[src/rtl/mem_arb_pkg.sv]
// Shared types and address-map constants for the unified-memory arbiter.
package mem_arb_pkg;

    localparam int          ADDR_W_DEF    = 14;
    localparam logic [13:0] DMEM_BASE_DEF = 14'h2000;
    localparam logic [13:0] PMEM_END      = 14'h1FFF;
    localparam logic [13:0] DMEM_END      = 14'h3FFF;

    typedef enum logic [1:0] {
        RESP_NONE = 2'd0,
        RESP_IF   = 2'd1,
        RESP_D    = 2'd2
    } resp_sel_t;

    typedef enum logic {
        FSRC_IF = 1'b0,
        FSRC_D  = 1'b1
    } fault_src_t;

endpackage

[src/rtl/mem_arb_region_chk.sv]
// Combinational address-map legality check for one (port, address) pair.
module mem_arb_region_chk
    import mem_arb_pkg::*;
#(
    parameter int                ADDR_W    = 14,
    parameter logic [ADDR_W-1:0] DMEM_BASE = DMEM_BASE_DEF
) (
    input  fault_src_t        port,
    input  logic [ADDR_W-1:0] addr,
    output logic              legal
);

    // Program region is fetch-only, data region is data-only.
    always_comb begin
        legal = 1'b0;
        if (port == FSRC_D) legal = (addr >= DMEM_BASE);
        else                legal = (addr <  DMEM_BASE);
    end

endmodule

[src/rtl/mem_arbiter.sv]
// Fetch/data arbiter for the single-port unified memory with sticky region-fault capture.
// Optional macro MEM_ARB_STARVE_GUARD_EN lets a starved fetch port win over D priority.
module mem_arbiter
    import mem_arb_pkg::*;
#(
    parameter int                ADDR_W       = 14,
    parameter int                DATA_W       = 16,
    parameter logic [ADDR_W-1:0] DMEM_BASE    = DMEM_BASE_DEF,
    parameter int                STARVE_LIMIT = 4
) (
    input  logic              clk,
    input  logic              rst,
    input  logic              if_req,
    input  logic [ADDR_W-1:0] if_addr,
    output logic              if_gnt,
    output logic              if_rvalid,
    output logic [DATA_W-1:0] if_rdata,
    output logic              if_err,
    input  logic              d_req,
    input  logic              d_we,
    input  logic [ADDR_W-1:0] d_addr,
    input  logic [DATA_W-1:0] d_wdata,
    output logic              d_gnt,
    output logic              d_rvalid,
    output logic [DATA_W-1:0] d_rdata,
    output logic              d_err,
    output logic              mem_en,
    output logic              mem_we,
    output logic [ADDR_W-1:0] mem_addr,
    output logic [DATA_W-1:0] mem_wdata,
    input  logic [DATA_W-1:0] mem_rdata,
    output logic              fault_valid,
    output logic              fault_src,
    output logic [ADDR_W-1:0] fault_addr,
    input  logic              fault_clr
);

    logic              force_if;
    logic              any_gnt_p0;
    fault_src_t        win_src_p0;
    logic [ADDR_W-1:0] win_addr_p0;
    logic              win_legal_p0;
    logic              fault_new_p0;

    resp_sel_t         resp_sel_p1;
    logic              resp_err_p1;
    logic              resp_rd_p1;

    fault_src_t        fault_src_q;

`ifdef MEM_ARB_STARVE_GUARD_EN
    localparam int CNT_W = $clog2(STARVE_LIMIT + 1);
    logic [CNT_W-1:0] starve_cnt;

    assign force_if = (starve_cnt == CNT_W'(STARVE_LIMIT)) && if_req && d_req;

    always_ff @(posedge clk) begin
        if (rst || !if_req || if_gnt) starve_cnt <= '0;
        else if (starve_cnt != CNT_W'(STARVE_LIMIT)) starve_cnt <= starve_cnt + 1'b1;
    end
`else
    logic unused_starve_limit;
    assign unused_starve_limit = (STARVE_LIMIT != 0);
    assign force_if = 1'b0;
`endif

    // Stage p0: arbitration and region check on the winner, memory strobe in the grant cycle.
    // Grants are held off during reset so nothing reaches memory or the response pipe.
    assign d_gnt  = !rst && d_req && !force_if;
    assign if_gnt = !rst && if_req && !d_gnt;

    assign any_gnt_p0  = d_gnt || if_gnt;
    assign win_src_p0  = d_gnt ? FSRC_D : FSRC_IF;
    assign win_addr_p0 = d_gnt ? d_addr : if_addr;

    mem_arb_region_chk #(
        .ADDR_W   (ADDR_W),
        .DMEM_BASE(DMEM_BASE)
    ) u_region_chk (
        .port (win_src_p0),
        .addr (win_addr_p0),
        .legal(win_legal_p0)
    );

    assign fault_new_p0 = any_gnt_p0 && !win_legal_p0;

    assign mem_en    = any_gnt_p0 && win_legal_p0;
    assign mem_we    = mem_en && d_gnt && d_we;
    assign mem_addr  = any_gnt_p0 ? win_addr_p0 : '0;
    assign mem_wdata = any_gnt_p0 ? d_wdata : '0;

    // Stage p1: registered response select; read data comes straight from memory.
    always_ff @(posedge clk) begin
        if (rst) begin
            resp_sel_p1 <= RESP_NONE;
            resp_err_p1 <= 1'b0;
            resp_rd_p1  <= 1'b0;
        end else begin
            resp_sel_p1 <= d_gnt ? RESP_D : (if_gnt ? RESP_IF : RESP_NONE);
            resp_err_p1 <= fault_new_p0;
            resp_rd_p1  <= mem_en && !mem_we;
        end
    end

    // Gating by rst drops a response that was scheduled just before reset.
    assign if_rvalid = !rst && (resp_sel_p1 == RESP_IF);
    assign d_rvalid  = !rst && (resp_sel_p1 == RESP_D);
    assign if_err    = if_rvalid && resp_err_p1;
    assign d_err     = d_rvalid && resp_err_p1;
    assign if_rdata  = (if_rvalid && resp_rd_p1) ? mem_rdata : '0;
    assign d_rdata   = (d_rvalid && resp_rd_p1) ? mem_rdata : '0;

    // A new fault wins over a simultaneous clear so it is never lost.
    always_ff @(posedge clk) begin
        if (rst) begin
            fault_valid <= 1'b0;
            fault_src_q <= FSRC_IF;
            fault_addr  <= '0;
        end else if (fault_new_p0 && (!fault_valid || fault_clr)) begin
            fault_valid <= 1'b1;
            fault_src_q <= win_src_p0;
            fault_addr  <= win_addr_p0;
        end else if (fault_clr) begin
            fault_valid <= 1'b0;
        end
    end

    assign fault_src = fault_src_q;

endmodule

[config.mk]
export PLATFORM = sky130hd
export DESIGN_NAME = mem_arbiter
export DESIGN_NICKNAME = d
export VERILOG_FILES = /design/src/rtl/mem_arb_pkg.sv /design/src/rtl/mem_arb_region_chk.sv /design/src/rtl/mem_arbiter.sv
export SDC_FILE = /design/constraint.sdc
export NUM_CORES = 1
export LEC_CHECK = 0
export BUFFER_PORTS_ARGS = -buffer_cell sky130_fd_sc_hd__buf_2
export CORE_AREA = 5 5 72 74
export DETAILED_ROUTE_END_ITERATION = 8
export DIE_AREA = 0 0 77 79
export PLACE_DENSITY_LB_ADDON = 0.1
export SYNTH_ARGS = -nofsm -noshare
export SYNTH_HDL_FRONTEND = slang
export SYNTH_SLANG_ARGS = --single-unit
[constraint.sdc]
create_clock -name clk -period 1.3 [get_ports clk]
set_clock_uncertainty 0.05 [all_clocks]
set_input_delay 0.13 -clock clk [delete_from_list [all_inputs] [get_ports clk]]
set_output_delay 0.13 -clock clk [all_outputs]
set_load 0.05 [all_outputs]
[After elaboration in Yosys (flattened, before gate mapping)]
Cells that the tools add are included.
Storage, ports and cells
  input bits: 66
  output and inout bits: 86
  memory bits (writable): 0
  bits in read-only memories: 0
  register bits: 20
  memories kept: 0
  bits in latches: 0
Operators by class
  order comparisons: 2
  reductions and logical operators: 24
  equality and inequality tests: 2
  multipliers: 0
  shift-type cells: 0
  bitwise operators: 0
  $add $sub $neg: 0
  divide/modulo/power cells: 0
  mux-type cells: 11
Operators by type and width (count)
  two-way mux 16 bit: 3
  two-way mux 14 bit: 2
  logical AND 1 bit: 15
  greater-or-equal comparator 14 bit (second input constant): 1
  less-than comparator 14 bit (second input constant): 1
  logical NOT 1 bit: 5
  two-way mux 1 bit: 5
  equality test 2 x 1 -> 1 bit (second input constant): 1
  equality test 2 bit (second input constant): 1
  logical OR 1 bit: 2
  two-way mux 2 bit: 1
  nonzero test 2 bit: 1
  OR reduction 2 bit: 1

[Longest topological paths before layout]
Gate-level depths: netlist of run 1.
  word-level depth: 10
  gate-level depth with buffers: 7

[Modules after synthesis]
Synthesis of run 1 repeated with hierarchy kept, for this count alone.
Second synthesis, totals
  cells, all modules: 185
  area, all modules: 1674.1 um^2
Modules (own cells, without submodules)
  mem_arbiter: cells each 184, area each 1665.3 um^2, times used 1
  mem_arb_region_chk: cells each 1, area each 8.8 um^2, times used 1

[Worst setup path before layout of run 1]
OpenSTA, ideal clock, no wires.
  path kind: input -> output
  start: input port d_req
  end: output port mem_we
  path buffers: 1
  cell stages on the path: 4
  required time: 1.120 ns
  data arrival time: 1.709 ns
  path slack: -0.589 ns
  cell sequence: buf_6 > or3b_1 > a21oi_2 > and3_1
On the way
  longest elaborated chain between the ends: 7
RTL lines
  start: declaration: line mem_arbiter.sv:19  | input logic d_req,
  logical AND 1 bit *: line mem_arbiter.sv:69  | assign d_gnt = !rst && d_req && !force_if;
  two-way mux 14 bit / logical NOT 1 bit (equally long branches): line mem_arbiter.sv:74, mem_arbiter.sv:70
  less-than comparator 14 bit, or another cell as far along: line mem_arb_region_chk.sv:17  | else legal = (addr < DMEM_BASE);
  two-way mux 1 bit / logical OR 1 bit (equally long branches): line mem_arb_region_chk.sv:16, mem_arbiter.sv:72
  logical AND 1 bit *: line mem_arbiter.sv:87  | assign mem_en = any_gnt_p0 && win_legal_p0;
  named net mem_en: line mem_arbiter.sv:27  | output logic mem_en,
  logical AND 1 bit * (2 in a row): line mem_arbiter.sv:88  | assign mem_we = mem_en && d_gnt && d_we;
  end: declaration: line mem_arbiter.sv:28  | output logic mem_we,
The timed path passes the listed nets; every way through them passes the cells marked *.

[Final worst setup path of run 1]
  start: register resp_sel_p1[1]
  end: output port if_rdata[1]
On the way
  longest elaborated chain between the ends: 4
RTL lines
  start: declaration: line mem_arbiter.sv:45  | resp_sel_t resp_sel_p1;
  start signal: assignment: line mem_arbiter.sv:99  | resp_sel_p1 <= d_gnt ? RESP_D : (if_gnt ? RESP_IF : RESP_NONE);
  equality test 2 x 1 -> 1 bit: line mem_arbiter.sv:106  | assign if_rvalid = !rst && (resp_sel_p1 == RESP_IF);
  logical AND 1 bit: line mem_arbiter.sv:106
  logical AND 1 bit: line mem_arbiter.sv:110  | assign if_rdata = (if_rvalid && resp_rd_p1) ? mem_rdata : '0;
  two-way mux 16 bit: line mem_arbiter.sv:110
  end: declaration: line mem_arbiter.sv:17  | output logic [DATA_W-1:0] if_rdata,
Every way passes these cells.

==> results of run 1 <==
==> per-layer routing <==
metal,share of wire [%],GRT usage (%)
met1,35,23.6
met2,56,41.1
met3,6.5,2.83
met4,2.9,7.04
met5,0,0
==> sequential cells by signal, summed over array words and instances, names as in the netlist <==
signal       flops
fault_addr      14
fault_src        1
fault_valid      1
resp_err_p1      1
resp_rd_p1       1
resp_sel_p1      2
==> worst paths after layout <==
check / endpoint / startpoint / slack (ns)
min: resp_rd_p1 / d_we / 0.02
min reg2reg: fault_addr[13] / fault_addr[13] / 0.51
max reg2reg: fault_addr[9] / fault_valid / 0.13
max: if_rdata[1] / resp_sel_p1[1] / -0.25
==> layout make-up <==
type	instances	area, sq um
sequential	20	408
clock buffer	4	66.3
fill	271	936
inverter	3	18.8
multi-input combinational	163	1410
timing repair buffer	184	1630
timing repair inverter	1	6.26
tap	54	67.6
==> kinds of logic (layout without fill, tap and decap cells) <==
family	Yosys count	in the layout	share of synthesized area (%)
and+or+nand+nor	102	102	35.6
AOI/OAI and AO/OA	48	48	22.9
buffers and inverters	21	192	7.40
DFF	20	20	25.7
muxes	13	13	8.36
==> cells in the final DEF, fill, tap and decap left out, types with 2 or more instances in the layout <==
master	instances
buf_12	7
and2_1	8
a31oi_1	14
nor2b_1	3
mux2i_1	13
nand2_4	8
inv_1	2
buf_6	27
nand2_1	22
a21oi_4	11
a21oi_1	3
a211oi_1	3
nand2b_4	4
a21oi_2	4
nand2b_1	2
and2_4	27
nor2_4	7
dfxtp_1	16
nor2_1	2
dfxtp_2	3
a211oi_2	10
clkbuf_8	3
buf_8	34
and3_4	2
and2_2	13
buf_2	80
buf_4	36
==> power groups by stage <==
stage	combinational [uW]	clock [uW]	sequential (uW)
final	1240	545	693
after global routing	1300	578	699
after CTS	1160	557	690
after detailed placement	1100	0	704
after global placement	1090	0	702
after floorplan	615	0	857
==> what timing repair did <==
| item | in CTS | in global routing |
|---|---|---|
| endpoints found under the setup margin | 67 | 66 |
| pin swaps | 3 | 35 |
| setup buffers | 3 | 2 |
| gates cloned | 0 | 3 |
| resized for setup | 109 | 99 |
==> worst max-delay path: cells and delay by family (launching register included) <==
kind	cells	cell delay [ns]
DFF	1	0.34
buffers and inverters	2	0.30
and+or+nand+nor	3	0.46
==> through the flow <==
| step | utilization (%) | power, uW |
|---|---|---|
| after global routing | 79.4 | 2580 |
| after floorplan | - | 1470 |
| after global placement | 62.8 | 1790 |
| final | 79.4 | 2480 |
| after detailed placement | 62.8 | 1810 |
| after CTS | 72.0 | 2410 |
==> metrics.csv, run 1 <==
stage;metric;value;unit
worst_setup_path;Reg2Reg Depth;3;
worst_setup_path;Critical-path top delay cell;dfxtp_2;
cells_and_area;Layout Cell Area excl Fill;3600;sq um
placed_design;Cell Count Post-Placement;419;
clock_tree;worst skew pair latency;0.26;ns
worst_setup_path;CP most frequent cell;buf_6;
synth;register area share after synthesis;25.7;%
synth;synthesized netlist cell count;204;
detailed_routing;WL/cell;18.5;um
outcome;status;complete, but fails checks;
clock_tree;Post-CTS Hold Fix Bufs;0;
placed_design;number of port buffers;151;
worst_setup_path;CP required;1.12;ns
worst_setup_path;CP endpoint kind;output pin;
detailed_routing;Final ANT Viol Nets;0;
placed_design;DP Wirelength;5040;um
synth;area leader, netlist;dfxtp_1;
worst_setup_path;crit path launch type;register;
detailed_routing;First-pass DRT Iterations;4;
clock_tree;Inserted Clock Buffers;3;
timing;worst setup margin;-0.254;ns
synth;Top FF cell, synth;dfxtp_1;
power_and_ir_drop;pwr/cell area;688;nW/um^2
die;Die H;79;um
timing;Hold Slack;0.0157;ns
die;core footprint;4540;sq um
power_and_ir_drop;LEAKAGE;0.00175;uW
timing;Fmax achieved;0.644;GHz
global_route;antenna violations before repair;0;
timing;fin crit period;1.55;ns
global_route;grt ovf;0;
detailed_routing;DR iter-0 viols;60;
synth;Mapped Area;1560;sq um
outcome;failing checks;setup timing;
synth;Commonest cells post-synth;and2_1 (48), nand2_1 (30), dfxtp_1 (20), a21oi_1 (17), a31oi_1 (14);
timing;Slew Viols, Final;0;
timing;Final Cycle Share;120;%
global_route;global-route wire length before repair;10600;um
detailed_routing;Vias/cell;5.00;
power_and_ir_drop;Sw Share;41.0;%
clock_tree;TritonCTS Sinks;20;
die;starting density of the core;34.3;%
power_and_ir_drop;Peak VDD IR;0.427;mV
power_and_ir_drop;Internal;1460;uW
synth;Synth Warn #;0;
run;max_cap viols;0;
die;io pins;152;
synth;top cell type's share of synthesized area;25.7;%
clock_tree;root buf cell;clkbuf_8;
die;Die ar.;6080;sq um
timing;Hold Fails Final Rpt;0;
synth;number of flops mapped to enable cells by yosys;0;
detailed_routing;routed vias;2144;
detailed_routing;DRC errors left;0;
clock_tree;clk slew on worst S/H paths;0.08;ns
die;Rows;25;
synth;share of synthesized registers carrying an async set or reset;0;%
cells_and_area;ant diodes;0;
power_and_ir_drop;Clock power frac;22.0;%
placed_design;Area after DPL;2850;sq um
synth;Seq cells post-synth;20;
synth;syn nets;270;
global_route;largest net degree at the start of global routing;17;
worst_setup_path;CP Max Fanout;5;
timing;unrepaired setup endpoints after global routing;true;
cells_and_area;Final Non-Filler Cells;429;
global_route;vias in the first global route;2126;
cells_and_area;area delta synth->final;131;%
worst_setup_path;kind of critical path;register to output pin;
power_and_ir_drop;sw power;1020;uW
synth;Mapped Avg Cell Area;7.63;sq um
clock_tree;CTS tree;built;
global_route;GRT Total Usage;21.2;%
cells_and_area;Nets;442;
clock_tree;# H-tree levels;1;
placed_design;dpl ws;-0.0956;ns
synth;unique cell type count in the Yosys netlist;28;
detailed_routing;final WL;7930;um
die;Die Width;77;um
timing;Rel. slew slack;81.7;%
worst_setup_path;Critical Path, Cell by Cell;nand2b_4 > nor2_4 > buf_6 > and2_1 > buf_6;
min_path;worst hold stages;2;
timing;Setup TNS;-6.40;ns
synth;Synth area leaders;dfxtp_1 (26%), and2_1 (19%), mux2i_1 (8.4%);
synth;most frequent cell after synthesis;and2_1;
worst_setup_path;crit path DAT;1.37;ns
worst_setup_path;Worst path max stage delay;0.34;ns
placed_design;Placer Congestion;0.766;
timing;Worst Max-Slew Pin Slew;0.267;ns
cells_and_area;layout cell share with drive strength beyond 1;75.7;%
timing;Final Setup Violations;37;
clock_tree;worst-case clock buffer depth;2;
min_path;Hold Crit Class;primary input to register;
power_and_ir_drop;Reg power frac;28.0;%
power_and_ir_drop;combinational power share;50.0;%
No activity file was read; power rests on OpenSTA's default activity.
==> run 2: changes to the inputs <==
--- a/config.mk
+++ b/config.mk
@@ -5,7 +5,7 @@
 export SDC_FILE = /design/constraint.sdc
 export NUM_CORES = 1
 export LEC_CHECK = 0
-export BUFFER_PORTS_ARGS = -buffer_cell sky130_fd_sc_hd__buf_2
+export BUFFER_PORTS_ARGS = -buffer_cell sky130_fd_sc_hd__clkbuf_2
 export CORE_AREA = 5 5 72 74
 export DETAILED_ROUTE_END_ITERATION = 8
 export DIE_AREA = 0 0 77 79
==> metrics.csv, run 2 (same netlist as run 1, synthesis figures left out) <==
stage;metric;value;unit;change
outcome;status;complete, but fails checks;;unchanged
outcome;failing checks;setup timing;;unchanged
clock_tree;root buf cell;clkbuf_8;;unchanged
min_path;worst hold stages;2;;unchanged
run;max_cap viols;0;;unchanged
timing;unrepaired setup endpoints after global routing;true;;unchanged
timing;Fmax achieved;0.637;GHz;was 0.644 GHz
cells_and_area;number of flip-flops under the largest register name;14;;unchanged
min_path;Hold Crit Class;primary input to register;;unchanged
cells_and_area;top flop regs;fault_addr: 14 flops, resp_sel_p1: 2 flops;;unchanged
detailed_routing;Final ANT Viol Nets;0;;unchanged
worst_setup_path;Reg2Reg Depth;4;;was 3
clock_tree;TritonCTS Sinks;20;;unchanged
placed_design;Cell Count Post-Placement;415;;was 419
power_and_ir_drop;total power;2520;uW;was 2480 uW
clock_tree;Post-CTS Hold Fix Bufs;0;;unchanged
power_and_ir_drop;LEAKAGE;0.00186;uW;was 0.00175 uW
worst_setup_path;Critical-path top delay cell;dfxtp_2;;unchanged
worst_setup_path;CP required;1.12;ns;about the same
placed_design;number of port buffers;151;;unchanged
detailed_routing;DRC errors left;0;;unchanged
worst_setup_path;Worst path top cell family by delay;simple AND/OR/NAND/NOR gates;;unchanged
detailed_routing;DR iter-0 viols;106;;was 60
detailed_routing;First-pass DRT Iterations;4;;unchanged
cells_and_area;most frequent cells in the layout;clkbuf_2 (91), and2_4 (32), buf_8 (32), buf_12 (25), buf_4 (23);;was buf_2 (80), buf_4 (36), buf_8 (34), and2_4 (27), buf_6 (27)
cells_and_area;ant diodes;0;;unchanged
power_and_ir_drop;pwr/cell area;645;nW/um^2;was 688 nW/um^2
global_route;global-route wire length before repair;11600;um;was 10,600 um
clock_tree;worst-case clock buffer depth;2;;unchanged
clock_tree;# H-tree levels;1;;unchanged
die;Rows;25;;unchanged
clock_tree;worst skew pair latency;0.26;ns;about the same
worst_setup_path;CP Max Fanout;8;;was 5
die;io pins;152;;unchanged
worst_setup_path;CP endpoint kind;output pin;;unchanged
placed_design;Placer Congestion;0.762;;was 0.766
clock_tree;CTS tree;built;;unchanged
die;Die ar.;6080;sq um;unchanged
cells_and_area;Nets;444;;was 442
timing;Rel. slew slack;79.0;%;was 81.7%
global_route;GRT Total Usage;23.9;%;was 21.2%
worst_setup_path;CP startpoint;resp_sel_p1[1];;unchanged
clock_tree;Inserted Clock Buffers;3;;unchanged
die;Die Width;77;um;unchanged
worst_setup_path;kind of critical path;register to output pin;;unchanged
cells_and_area;fill cell count;200;;was 271
timing;Slew Viols, Final;0;;unchanged
worst_setup_path;Reg-to-Reg End;fault_addr[1];;was fault_addr[9]
worst_setup_path;worst reg-to-reg setup slack;0.08;ns;was 0.13 ns
worst_setup_path;crit path DAT;1.39;ns;was 1.37 ns
detailed_routing;final WL;9120;um;was 7930 um
cells_and_area;area delta synth->final;151;%;was 131%
worst_setup_path;Worst path max stage delay;0.34;ns;about the same
timing;fin crit period;1.57;ns;was 1.55 ns
detailed_routing;routed vias;2283;;was 2,144
power_and_ir_drop;Peak VDD IR;0.492;mV;was 0.427 mV
cells_and_area;layout cell share with drive strength beyond 1;79.8;%;was 75.7%
worst_setup_path;buffers plus inverters on the worst setup path;2;;unchanged
timing;Setup TNS;-8.19;ns;was -6.40 ns
global_route;grt ovf;0;;unchanged
cells_and_area;Final Non-Filler Cells;431;;was 429
worst_setup_path;CP most frequent cell;clkbuf_16;;was buf_6
worst_setup_path;r2r startpoint;fault_valid;;unchanged
timing;Final Setup Violations;40;;was 37
global_route;antenna violations before repair;0;;unchanged
detailed_routing;Vias/cell;5.30;;was 5.00
min_path;Hold EP;resp_rd_p1;;unchanged
cells_and_area;commonest non-fill, non-tap cell in the layout;clkbuf_2;;was buf_2
detailed_routing;WL/cell;21.2;um;was 18.5 um
global_route;largest net degree at the start of global routing;17;;unchanged
global_route;vias in the first global route;2161;;was 2,126
worst_setup_path;crit path launch type;register;;unchanged
die;core footprint;4540;sq um;unchanged
clock_tree;clk slew on worst S/H paths;0.07;ns;was 0.08 ns
timing;Worst Max-Slew Pin Slew;0.307;ns;was 0.267 ns
timing;Hold Fails Final Rpt;0;;unchanged
min_path;HP Start;d_we;;unchanged
placed_design;DP Wirelength;5350;um;was 5040 um
timing;worst setup margin;-0.270;ns;was -0.254 ns
worst_setup_path;Critical Path, Cell by Cell;nand2b_4 > nor2_4 > clkbuf_16 > and2_4 > clkbuf_16;;was nand2b_4 > nor2_4 > buf_6 > and2_1 > buf_6
timing;Final Cycle Share;121;%;was 120%
cells_and_area;fin util;86.0;%;was 79.4%
die;Die H;79;um;unchanged
die;starting density of the core;34.3;%;unchanged
cells_and_area;Largest Register;fault_addr;;unchanged
==> run 2: power by group <==
group / switching, uW / leakage, uW / internal [uW]
clock network: 213 / 0.0000288 / 270
logic: 834 / 0.00166 / 501
registers: 33.3 / 0.000167 / 665
==> run 2: area by class of cell <==
| type | instances | area [sq um] | share of cell area, % |
|---|---|---|---|
| clock buffers | 4 | 55.1 | 1.41 |
| inverters | 3 | 23.8 | 0.609 |
| multi-input cells | 163 | 1500 | 38.5 |
| flip-flops and latches | 20 | 407 | 10.4 |
| well taps | 54 | 67.6 | 1.73 |
| repair buffers | 186 | 1830 | 46.8 |
| repair inverters | 1 | 20.0 | 0.513 |
==> run 2: how the worst max path moves through the flow <==
| stage | to | slack, ns | depth (start not counted) |
|---|---|---|---|
| finish | if_rdata[5] | -0.27 | 5 |
| global route | if_rdata[5] | -0.32 | 5 |
| CTS | d_rdata[3] | -0.22 | 5 |
| detailed placement | mem_wdata[10] | -0.21 | 5 |
| global placement | mem_wdata[6] | -0.16 | 4 |
| floorplan | mem_we | -0.23 | 4 |
==> run 2: layer usage <==
metal / share of wire [%] / wire length, um / track usage [%] / vias to the layer above
met1: 36 / 3320 / 26.7 / 1083
met2: 52 / 4770 / 44.7 / 140
met4: 2.9 / 269 / 9.97 / 0
met3: 8.3 / 760 / 3.51 / 17
li1: - / - / - / 1043
met5: 0 / 0 / 0 / -
==> run 2: repair_timing <==
action	CTS	global route
buffers inserted	1	6
pin swaps	4	31
gates resized for setup	98	91
setup endpoints to repair	67	51
cloned	2	3
==> run 2: per-stage QoR <==
step | hold slack [ns] | instance area [sq um] | setup WS, ns
final | 0.0250 | 3900 | -0.270
after detailed placement | 0.295 | 3060 | -0.213
after global placement | 0.282 | 3060 | -0.157
after global routing | 0.0193 | 3900 | -0.320
after floorplan | 0.159 | 1870 | -0.227
after CTS | 0.0187 | 3560 | -0.220
